===== config.mk =====
export PLATFORM = sky130hd
export DESIGN_NAME = mem_port_arbiter
export DESIGN_NICKNAME = d
export VERILOG_FILES = /design/src/rtl/mem_port_arbiter.sv
export SDC_FILE = /design/constraint.sdc
export NUM_CORES = 1
export LEC_CHECK = 0
export ABC_CLOCK_PERIOD_IN_PS = 1800
export CAP_MARGIN = 30
export CORE_AREA = 2 2 209 211
export DETAILED_ROUTE_END_ITERATION = 8
export DIE_AREA = 0 0 211 213
export REMOVE_ABC_BUFFERS = 1
export SYNTH_ARGS = -nofsm -noshare
export SYNTH_HDL_FRONTEND = slang
export SYNTH_SLANG_ARGS = --single-unit

===== constraint.sdc =====
create_clock -name clk -period 1.8 [get_ports clk]
set_clock_uncertainty 0.2 [all_clocks]
set_input_delay 0.18 -clock clk [delete_from_list [all_inputs] [get_ports clk]]
set_output_delay 0.18 -clock clk [all_outputs]
set_load 0.005 [all_outputs]

===== src/rtl/mem_port_arbiter.sv =====
// Shares one memory port between the IFU and the LSU: fixed LSU priority with an IFU starvation guard.
// Optional WAIT-state timeout is compiled in when MEM_ARB_TIMEOUT_EN is defined.
module mem_port_arbiter #(
  parameter int ADDR_W         = 64,
  parameter int DATA_W         = 64,
  parameter int STARVE_LIMIT   = 4,
  parameter int TIMEOUT_CYCLES = 255
) (
  input  logic              clk,
  input  logic              rst,
  input  logic              ifu_req_valid,
  output logic              ifu_req_ready,
  input  logic [ADDR_W-1:0] ifu_addr,
  output logic              ifu_rsp_valid,
  output logic              ifu_rsp_err,
  output logic [DATA_W-1:0] ifu_rdata,
  input  logic              lsu_req_valid,
  output logic              lsu_req_ready,
  input  logic [ADDR_W-1:0] lsu_addr,
  input  logic              lsu_wen,
  input  logic [DATA_W-1:0] lsu_wdata,
  input  logic [7:0]        lsu_wmask,
  output logic              lsu_rsp_valid,
  output logic              lsu_rsp_err,
  output logic [DATA_W-1:0] lsu_rdata,
  output logic              mem_req_valid,
  input  logic              mem_req_ready,
  output logic [ADDR_W-1:0] mem_addr,
  output logic              mem_wen,
  output logic [DATA_W-1:0] mem_wdata,
  output logic [7:0]        mem_wmask,
  input  logic              mem_rsp_valid,
  input  logic [DATA_W-1:0] mem_rdata
);

  typedef enum logic [1:0] {IDLE, ISSUE, WAIT, RESP} stateT;

  localparam int CNT_W = (STARVE_LIMIT < 2) ? 1 : $clog2(STARVE_LIMIT + 1);
  localparam logic [CNT_W-1:0] STARVE_MAX = CNT_W'(STARVE_LIMIT);

  stateT            state;
  logic             ownerIfu;
  logic [CNT_W-1:0] starveCnt;
  logic             starveHit;
  logic             grantLsu;
  logic             grantIfu;
  logic             timedOut;

`ifdef MEM_ARB_TIMEOUT_EN
  localparam int TO_W = (TIMEOUT_CYCLES < 2) ? 1 : $clog2(TIMEOUT_CYCLES + 1);
  localparam logic [TO_W-1:0] TO_LAST = TO_W'(TIMEOUT_CYCLES - 1);

  logic [TO_W-1:0] waitCnt;
  logic            ifuRspErrQ;
  logic            lsuRspErrQ;

  assign timedOut    = (waitCnt == TO_LAST);
  assign ifu_rsp_err = ifuRspErrQ;
  assign lsu_rsp_err = lsuRspErrQ;
`else
  assign timedOut    = 1'b0;
  assign ifu_rsp_err = 1'b0;
  assign lsu_rsp_err = 1'b0;
`endif

  // The IFU overrides LSU priority only once the LSU has won STARVE_LIMIT times in a row while the IFU waited.
  always_comb begin
    starveHit = (STARVE_LIMIT != 0) && ifu_req_valid && (starveCnt == STARVE_MAX);
    grantLsu  = !rst && (state == IDLE) && lsu_req_valid && !starveHit;
    grantIfu  = !rst && (state == IDLE) && ifu_req_valid && !grantLsu;
  end

  assign lsu_req_ready = grantLsu;
  assign ifu_req_ready = grantIfu;

  always_ff @(posedge clk) begin
    if (rst) begin
      state         <= IDLE;
      ownerIfu      <= 1'b0;
      starveCnt     <= '0;
      mem_req_valid <= 1'b0;
      mem_addr      <= '0;
      mem_wen       <= 1'b0;
      mem_wdata     <= '0;
      mem_wmask     <= 8'h00;
      ifu_rsp_valid <= 1'b0;
      lsu_rsp_valid <= 1'b0;
      ifu_rdata     <= '0;
      lsu_rdata     <= '0;
`ifdef MEM_ARB_TIMEOUT_EN
      waitCnt       <= '0;
      ifuRspErrQ    <= 1'b0;
      lsuRspErrQ    <= 1'b0;
`endif
    end else begin
      ifu_rsp_valid <= 1'b0;
      lsu_rsp_valid <= 1'b0;
`ifdef MEM_ARB_TIMEOUT_EN
      ifuRspErrQ    <= 1'b0;
      lsuRspErrQ    <= 1'b0;
`endif
      case (state)
        IDLE: begin
          if (grantLsu) begin
            ownerIfu      <= 1'b0;
            mem_addr      <= lsu_addr;
            mem_wen       <= lsu_wen;
            mem_wdata     <= lsu_wdata;
            mem_wmask     <= lsu_wmask;
            mem_req_valid <= 1'b1;
            state         <= ISSUE;
            if (ifu_req_valid && (starveCnt != STARVE_MAX))
              starveCnt <= starveCnt + CNT_W'(1);
          end else if (grantIfu) begin
            ownerIfu      <= 1'b1;
            mem_addr      <= ifu_addr;
            mem_wen       <= 1'b0;
            mem_wdata     <= '0;
            mem_wmask     <= 8'h00;
            mem_req_valid <= 1'b1;
            state         <= ISSUE;
            starveCnt     <= '0;
          end
        end
        ISSUE: begin
          if (mem_req_ready) begin
            mem_req_valid <= 1'b0;
            state         <= WAIT;
`ifdef MEM_ARB_TIMEOUT_EN
            waitCnt       <= '0;
`endif
          end
        end
        WAIT: begin
          if (mem_rsp_valid) begin
            if (ownerIfu) ifu_rdata <= mem_rdata;
            else          lsu_rdata <= mem_rdata;
            ifu_rsp_valid <= ownerIfu;
            lsu_rsp_valid <= !ownerIfu;
            state         <= RESP;
          end else if (timedOut) begin
            // A timed-out transaction still answers its owner, flagged as an error with zeroed data.
            if (ownerIfu) ifu_rdata <= '0;
            else          lsu_rdata <= '0;
            ifu_rsp_valid <= ownerIfu;
            lsu_rsp_valid <= !ownerIfu;
`ifdef MEM_ARB_TIMEOUT_EN
            ifuRspErrQ    <= ownerIfu;
            lsuRspErrQ    <= !ownerIfu;
`endif
            state         <= RESP;
          end
`ifdef MEM_ARB_TIMEOUT_EN
          else begin
            waitCnt <= waitCnt + TO_W'(1);
          end
`endif
        end
        RESP: begin
          state <= IDLE;
        end
        default: begin
          state <= IDLE;
        end
      endcase
    end
  end

endmodule


==> results of run 1 <==
==> worst max-delay path, stage by stage, from the launching register on <==
cell and delay, ps:
dfxtp_1 350, inv_2 60, ha_4 160, and3_4 170
nor2_2 160, buf_6 140, buf_2 120
==> power breakdown <==
| part | total [W] | switching, W | internal [W] | leakage [nW] |
|---|---|---|---|---|
| Clock | 0.00693 | 0.00271 | 0.00422 | 0.567 |
| Combinational | 0.00889 | 0.00410 | 0.00479 | 6.95 |
| Sequential | 0.00737 | 0.000485 | 0.00689 | 2.24 |
| Total | 0.0232 | 0.00730 | 0.0159 | 9.76 |
==> cells by family (layout without fill, tap and decap cells) <==
family          Yosys count  in the layout  share of synthesized area [%]
simple gates            362            362                           14.0
fa+ha+maj                 6              6                          0.683
compound gates          541            541                           28.4
flops                   274            274                           49.9
buf+inv                 155            831                           6.99
other cells               1              4                         0.0341
==> cells in the final DEF (no fill, tap or decap), types with 21 or more instances in the layout <==
| cell type | instances |
|---|---|
| clkdlybuf4s50_1 | 333 |
| nand2_1 | 259 |
| dfxtp_1 | 247 |
| a21oi_1 | 239 |
| dlymetal6s2s_1 | 105 |
| dlygate4sd2_1 | 98 |
| dlygate4sd3_1 | 68 |
| o21ai_1 | 63 |
| a311oi_2 | 59 |
| a211oi_1 | 57 |
| buf_4 | 53 |
| clkbuf_16 | 48 |
| buf_12 | 44 |
| nand3_1 | 43 |
| o21ai_2 | 37 |
| a21oi_2 | 31 |
| nand3_2 | 27 |
| buf_16 | 27 |
| dfxtp_2 | 26 |
| o21ai_4 | 21 |
==> routing by layer <==
metal | track usage, % | vias to the layer above
li1 | - | 6104
met1 | 26.1 | 6325
met2 | 36.3 | 571
met3 | 6.31 | 99
met4 | 8.16 | 0
met5 | 0 | -
==> sequential cells by signal, summed over array words and instances, names as in the netlist, 2 cells and up <==
signal / count
starveCnt: 3
mem_addr: 64
lsu_rdata: 64
mem_wmask: 8
state: 2
ifu_rdata: 64
mem_wdata: 64
==> repair_timing <==
action,4_1_cts,5_1_grt
pin swaps,148,94
endpoints found under the hold margin,75,0
buffers inserted,30,13
cloned,24,12
setup endpoints to repair,221,347
hold buffers,68,0
resized for setup,370,258
==> per-stage QoR <==
step	cell area [um^2]	worst slack [ps]	total power [W]	util [%]	hold slack, ps
2_1_floorplan	10200	-2310	0.00965	-	49.1
3_3_place_gp	17400	-606	0.0136	40.7	241
3_5_place_dp	17400	-598	0.0137	40.7	246
4_1_cts	20900	-287	0.0223	48.9	0.206
5_1_grt	22200	-320	0.0243	51.9	14.7
6_report	22200	-261	0.0232	51.9	28.7
==> layout make-up <==
type	instances	area [um^2]	share of cell area [%]
clock buffer	45	1010	4.54
inverter	5	18.8	0.0847
antenna	2	5.00	0.0226
sequential	274	5520	24.9
tap	546	683	3.08
clock inverter	15	134	0.604
multi-input combinational	911	5990	27.0
timing repair buffer	766	8810	39.7
==> final timing paths <==
path              depth (start not counted)                    endpoint                  startpoint  slack, ps
setup / recovery                          6               lsu_req_ready   starveCnt[1]$_SDFFE_PP0P_       -260
hold / removal                            3  mem_wdata[45]$_SDFFE_PP0P_               lsu_wdata[45]         30
setup reg to reg                         10   mem_addr[48]$_SDFFE_PP0P_       state[1]$_SDFFE_PP0P_       -190
hold reg to reg                           2  ifu_rdata[21]$_SDFFE_PP0P_  ifu_rdata[21]$_SDFFE_PP0P_        250
==> summary.md, run 1 <==
| Metric | Value |
|---|---|
| Mapped cell area | `11000 um^2` |
| Setup_tns | `-13870 ps` |
| Drt drc | `0` |
| Top layer in use | `met4` |
| CTS Buf Count | `34` |
| Crit-path max FO | `2` |
| CTS tree | `built` |
| VDD IR max | `0.581 mV` |
| Hold/Removal Path Class | `input pin to flip-flop` |
| Synth area leaders | `dfxtp_1 (50%), a21oi_1 (12%), nand2_1 (8.9%)` |
| GR Overflow Total | `0` |
| HPWL Detailed | `31800 um` |
| Final ANT Viol Nets | `0` |
| EDFF count, synth | `0` |
| FFs w/ async S/R, synth | `0%` |
| Layout overhead on the synthesized area | `102%` |
| Vias per cell | `5.11` |
| First-pass GRT wire length | `75300 um` |
| Drt first pass iters | `5` |
| CP Data Arrival Time | `1680 ps` |
| Main synth FF type | `dfxtp_1` |
| Largest net degree at the start of global routing | `136` |
| Nets | `2269` |
| Required time of the critical path | `1420 ps` |
| Relative slew slack | `35.2%` |
| Routed length on met1 | `22000 um` |
| Io pins | `543` |
| Final cell count without fillers | `2564` |
| WL met2 | `26300 um` |
| Max Cap Viol | `0` |
| Row cnt | `76` |
| LEAKAGE | `9.76 nW` |
| Highest clock rate | `0.485 GHz` |
| Starting Density | `25.7%` |
| H-tree lvl count | `2` |
| Synth top area share | `49.9%` |
| Routed wire length per instance | `21.1 um` |
| Final setup vio count | `142` |
| Mean Syn Cell Area | `8.21 um^2` |
| Top cells by count, synth | `dfxtp_1 (274), a21oi_1 (271), nand2_1 (260), o21ai_0 (89), nand3_1 (75)` |
| Synth area leader | `dfxtp_1` |
| Power Dens Cells | `1050 nW/um^2` |
| Die area | `44900 um^2` |
| Hold Vio Cnt, Final | `0` |
| Die height | `213 um` |
| Worst slew pin tran | `972 ps` |
| WL final | `54200 um` |
| # port buffers | `540` |
| Die X | `211 um` |
| Setup crit start kind | `flip-flop` |
| Initial antenna violation count | `2` |
| Clk_lat worst skew | `520 ps` |
| CORE AREA | `42700 um^2` |
| Clock root buffer | `clkbuf_16` |
| Status | `complete, but fails checks` |
| CTS Sinks | `274` |
| Post-Syn Instances | `1339` |
| Clock Pin Slew Worst Setup and Hold Paths | `60 ps` |
| Final period demand of the worst path | `2060 ps` |
| Crit Path Category | `flip-flop to output pin` |
| GP Congestion | `0.807` |
| Initial DRC count | `889` |
| Sequential area share after synthesis | `49.9%` |
| Fill cells | `3807` |
| Synthesis-stage register bit count | `274` |
| Via Count | `13100` |
| Met3 routed WL | `4160 um` |
| Crit end category | `output pin` |
| Setup slack after layout | `-261 ps` |
| Tcrit/Tclk final | `114%` |
| Clk buf depth | `3` |
| RSZ-0062 raised after global routing | `yes` |
| Pins Over Slew Limit | `0` |
| Placed Cells incl. Taps | `2359` |
| Layout cell share with drive strength beyond 1 | `22.7%` |
| Most frequent cell after synthesis | `dfxtp_1` |
| Cell variety after synth | `35` |
| Ys Warns | `0` |
| Failing checks | `negative setup slack` |
| Total track usage | `21.6%` |
| Number of global-route vias before repair | `12900` |
No activity file was read; power rests on OpenSTA's default activity.
==> run 2, diff against run 1 <==
--- a/config.mk
+++ b/config.mk
@@ -5,11 +5,12 @@
 export SDC_FILE = /design/constraint.sdc
 export NUM_CORES = 1
 export LEC_CHECK = 0
+export ABC_AREA = 1
 export ABC_CLOCK_PERIOD_IN_PS = 1800
 export CAP_MARGIN = 30
-export CORE_AREA = 2 2 209 211
+export CORE_AREA = 2 2 210 212
 export DETAILED_ROUTE_END_ITERATION = 8
-export DIE_AREA = 0 0 211 213
+export DIE_AREA = 0 0 212 214
 export REMOVE_ABC_BUFFERS = 1
 export SYNTH_ARGS = -nofsm -noshare
 export SYNTH_HDL_FRONTEND = slang
==> run 2 against run 1 <==
Worst hold slack lost 6.0 ps. Global-route usage down 2.7 points. Largest power group is now registers. The flow still finishes with violations (negative setup slack). Non-clock buffer count fell by 32.
==> summary.md, run 2 <==
| Metric | Value |
|---|---|
| RSZ-0062 raised after global routing | `yes` |
| Reg2reg path depth | `13 (+3)` |
| Top cells by count, synth | `nand2_1 (419), dfxtp_1 (274), nor2_1 (265), a21oi_1 (140), o21ai_0 (117)` |
| CTS Sinks | `274 (unchanged)` |
| CTS tree | `built` |
| Final setup vio count | `91 (-36%)` |
| Die height | `214 um (+0.47%)` |
| First-pass GRT wire length | `68000 um (-9.7%)` |
| Pins Over Slew Limit | `0 (unchanged)` |
| EDFF count, synth | `0 (unchanged)` |
| Most frequent cell after synthesis | `nand2_1` |
| Die area | `45400 um^2 (+0.95%)` |
| Initial antenna violation count | `3 (+1)` |
| Number of global-route vias before repair | `12100 (-5.8%)` |
| Via Count | `12300 (-6.1%)` |
| Tcrit/Tclk final | `117% (+2.5 points)` |
| Drt first pass iters | `6 (+1)` |
| H-tree lvl count | `1 (-1)` |
| Synthesis-stage register bit count | `274 (unchanged)` |
| GR Overflow Total | `0 (unchanged)` |
| Synth top area share | `52.6% (+2.7 points)` |
| Mapped cell area | `10400 um^2 (-5.1%)` |
| Power Dens Cells | `1020 nW/um^2 (-2.4%)` |
| Setup crit start kind | `flip-flop` |
| Cell variety after synth | `22 (-37%)` |
| # port buffers | `540 (unchanged)` |
| CTS Buf Count | `31 (-8.8%)` |
| Clk_lat worst skew | `570 ps (+50 ps)` |
| Final period demand of the worst path | `2100 ps (+44.2 ps)` |
| Mean Syn Cell Area | `7.27 um^2 (-11%)` |
| Synth area leader | `dfxtp_1` |
| WL final | `48700 um (-10%)` |
| Crit end category | `output pin` |
| Largest net degree at the start of global routing | `106 (-22%)` |
| CP Data Arrival Time | `1720 ps (+40 ps)` |
| Layout overhead on the synthesized area | `90.4%` |
| Hold/Removal Path Class | `input pin to flip-flop` |
| Status | `complete, but fails checks` |
| Worst R2R Start | `starveCnt[1]$_SDFFE_PP0P_` |
| Synth area leaders | `dfxtp_1 (53%), nand2_1 (15%), nor2_1 (9.5%)` |
| Initial DRC count | `731 (-18%)` |
| CORE AREA | `42900 um^2 (+0.45%)` |
| Vias per cell | `4.55 (-11%)` |
| Setup_tns | `-6150 ps (+7720 ps)` |
| Final ANT Viol Nets | `0 (unchanged)` |
| Crit Path Category | `flip-flop to output pin` |
| Worst min-delay path startpoint | `lsu_wmask[2]` |
| GP Congestion | `0.795 (-1.4%)` |
| Total track usage | `18.9% (-2.7 points)` |
| Most common cell after layout, fill and taps aside | `nand2_1` |
| Reg2reg end | `mem_addr[60]$_SDFFE_PP0P_` |
| Starting Density | `24.3% (-1.4 points)` |
| Io pins | `543 (unchanged)` |
| Layout cell share with drive strength beyond 1 | `14.0% (-8.7 points)` |
| Routed wire length per instance | `18.0 um (-15%)` |
| Main synth FF type | `dfxtp_1` |
| Clock root buffer | `clkbuf_16` |
| Most frequent cells in the layout | `nand2_1 (371), clkdlybuf4s50_1 (271), nor2_1 (261)` |
| Sequential area share after synthesis | `52.6% (+2.7 points)` |
| Hold endpoint | `mem_wmask[2]$_SDFFE_PP0P_` |
| Drt drc | `0 (unchanged)` |
| Relative slew slack | `58.1% (+23 points)` |
| Reg2Reg Setup Slack | `-180 ps (about the same)` |
| Clock Pin Slew Worst Setup and Hold Paths | `60 ps (about the same)` |
| Highest clock rate | `0.475 GHz (-2.1%)` |
| LEAKAGE | `9.12 nW (-6.5%)` |
| Crit-path max FO | `2 (unchanged)` |
| Ys Warns | `0 (unchanged)` |
| Max Cap Viol | `0 (unchanged)` |
| Hold Vio Cnt, Final | `0 (unchanged)` |
| Post-Syn Instances | `1435 (+7.2%)` |
| Setup slack after layout | `-305 ps (-44.2 ps)` |
| Nets | `2370 (+4.5%)` |
| FFs w/ async S/R, synth | `0% (unchanged)` |
| VDD IR max | `0.609 mV (+4.9%)` |
| Post-layout util | `46.3% (-5.6 points)` |
| Die X | `212 um (+0.47%)` |
| Row cnt | `76 (unchanged)` |
| Required time of the critical path | `1420 ps (about the same)` |
| Failing checks | `negative setup slack` |
| Worst slew pin tran | `629 ps (-343 ps)` |
| Worst hold stages | `3 (unchanged)` |
| Clk buf depth | `3 (unchanged)` |
| HPWL Detailed | `30200 um (-4.9%)` |
[run 2: changes by cell type after synthesis, sizes merged, moves of 8 or more]
cell and change:
nor2 +260, inv +10, nand2 +160, nand3 -8
a311oi -64, buf -49, a211oi -64, clkbuf +10
o21ai -8, a21oi -131
[run 2: per-stage QoR]
| step | cell area [um^2] | setup WS (ps) | hold WS, ps | cells | total power [W] |
|---|---|---|---|---|---|
| 2_1_floorplan | 9930 | -3450 | 49.1 | 1325 | 0.00942 |
| 3_3_place_gp | 16800 | -339 | 247 | 2512 | 0.0131 |
| 3_5_place_dp | 16800 | -374 | 251 | 2512 | 0.0131 |
| 4_1_cts | 18700 | -325 | 1.18 | 2669 | 0.0194 |
| 5_1_grt | 19900 | -364 | 24.9 | 2704 | 0.0213 |
| 6_report | 19900 | -305 | 22.7 | 2704 | 0.0203 |
[run 2: cell families (layout without fill, tap and decap cells)]
group | Yosys count | after routing | synth area share [%]
simple gates | 753 | 754 | 28.0
flops | 274 | 274 | 52.6
compound gates | 273 | 273 | 13.2
buf+inv | 126 | 805 | 5.32
fa+ha+maj | 6 | 6 | 0.720
xor+xnor | 2 | 2 | 0.168
other cells | 1 | 5 | 0.0360
[run 2: repair_timing]
action	4_1_cts	5_1_grt
gates resized for setup	345	138
pin swaps	8	36
endpoints found under the setup margin	497	265
endpoints found under the hold margin	98	0
gates cloned	7	27
hold buffers	83	0
buffers inserted	11	11
[run 2: routing by layer]
| metal | vias up | track usage, % | share of wire (%) |
|---|---|---|---|
| met4 | 0 | 7.51 | 4.0 |
| met5 | - | 0 | 0 |
| met1 | 5752 | 21.6 | 39 |
| met3 | 97 | 4.98 | 7.9 |
| met2 | 529 | 33.1 | 49 |
| li1 | 5919 | - | - |
[run 2: cell type report]
type,count,area (um^2)
Antenna cell,3,7.51
Clock buffer,44,885
Clock inverter,12,98.8
Fill cell,4189,23000
Inverter,15,103
Multi-Input combinational cell,1037,4870
Sequential cell,274,5510
Tap cell,585,732
Timing Repair Buffer,734,7660
[run 2: how the worst max path moves through the flow]
stage,start,to,slack (ps),cells after the start
after floorplan,lsu_req_valid,mem_addr[0]$_SDFFE_PP0P_,-3450,4
after global placement,lsu_req_valid,mem_wmask[0]$_SDFFE_PP0P_,-340,8
after detailed placement,lsu_req_valid,mem_wdata[53]$_SDFFE_PP0P_,-370,8
after CTS,state[1]$_SDFFE_PP0P_,ifu_req_ready,-330,8
after global routing,starveCnt[1]$_SDFFE_PP0P_,ifu_req_ready,-360,10
final,starveCnt[1]$_SDFFE_PP0P_,ifu_req_ready,-300,10
[run 2: critical path: stages, from the launching register on]
cell     delay (ps)
dfxtp_2         340
inv_2            50
ha_4            150
nand2_2          60
inv_2            40
nand2_2          70
nand2_4          70
buf_6           120
nand2_4          70
inv_6            50
buf_12          130
[run 2: power by group]
group          leakage, nW  switching [W]  total (W)  internal [W]
clock network        0.488        0.00261    0.00616       0.00355
registers             2.24       0.000424    0.00731       0.00689
logic                 6.40        0.00337    0.00680       0.00343
total                 9.12        0.00640     0.0203        0.0139
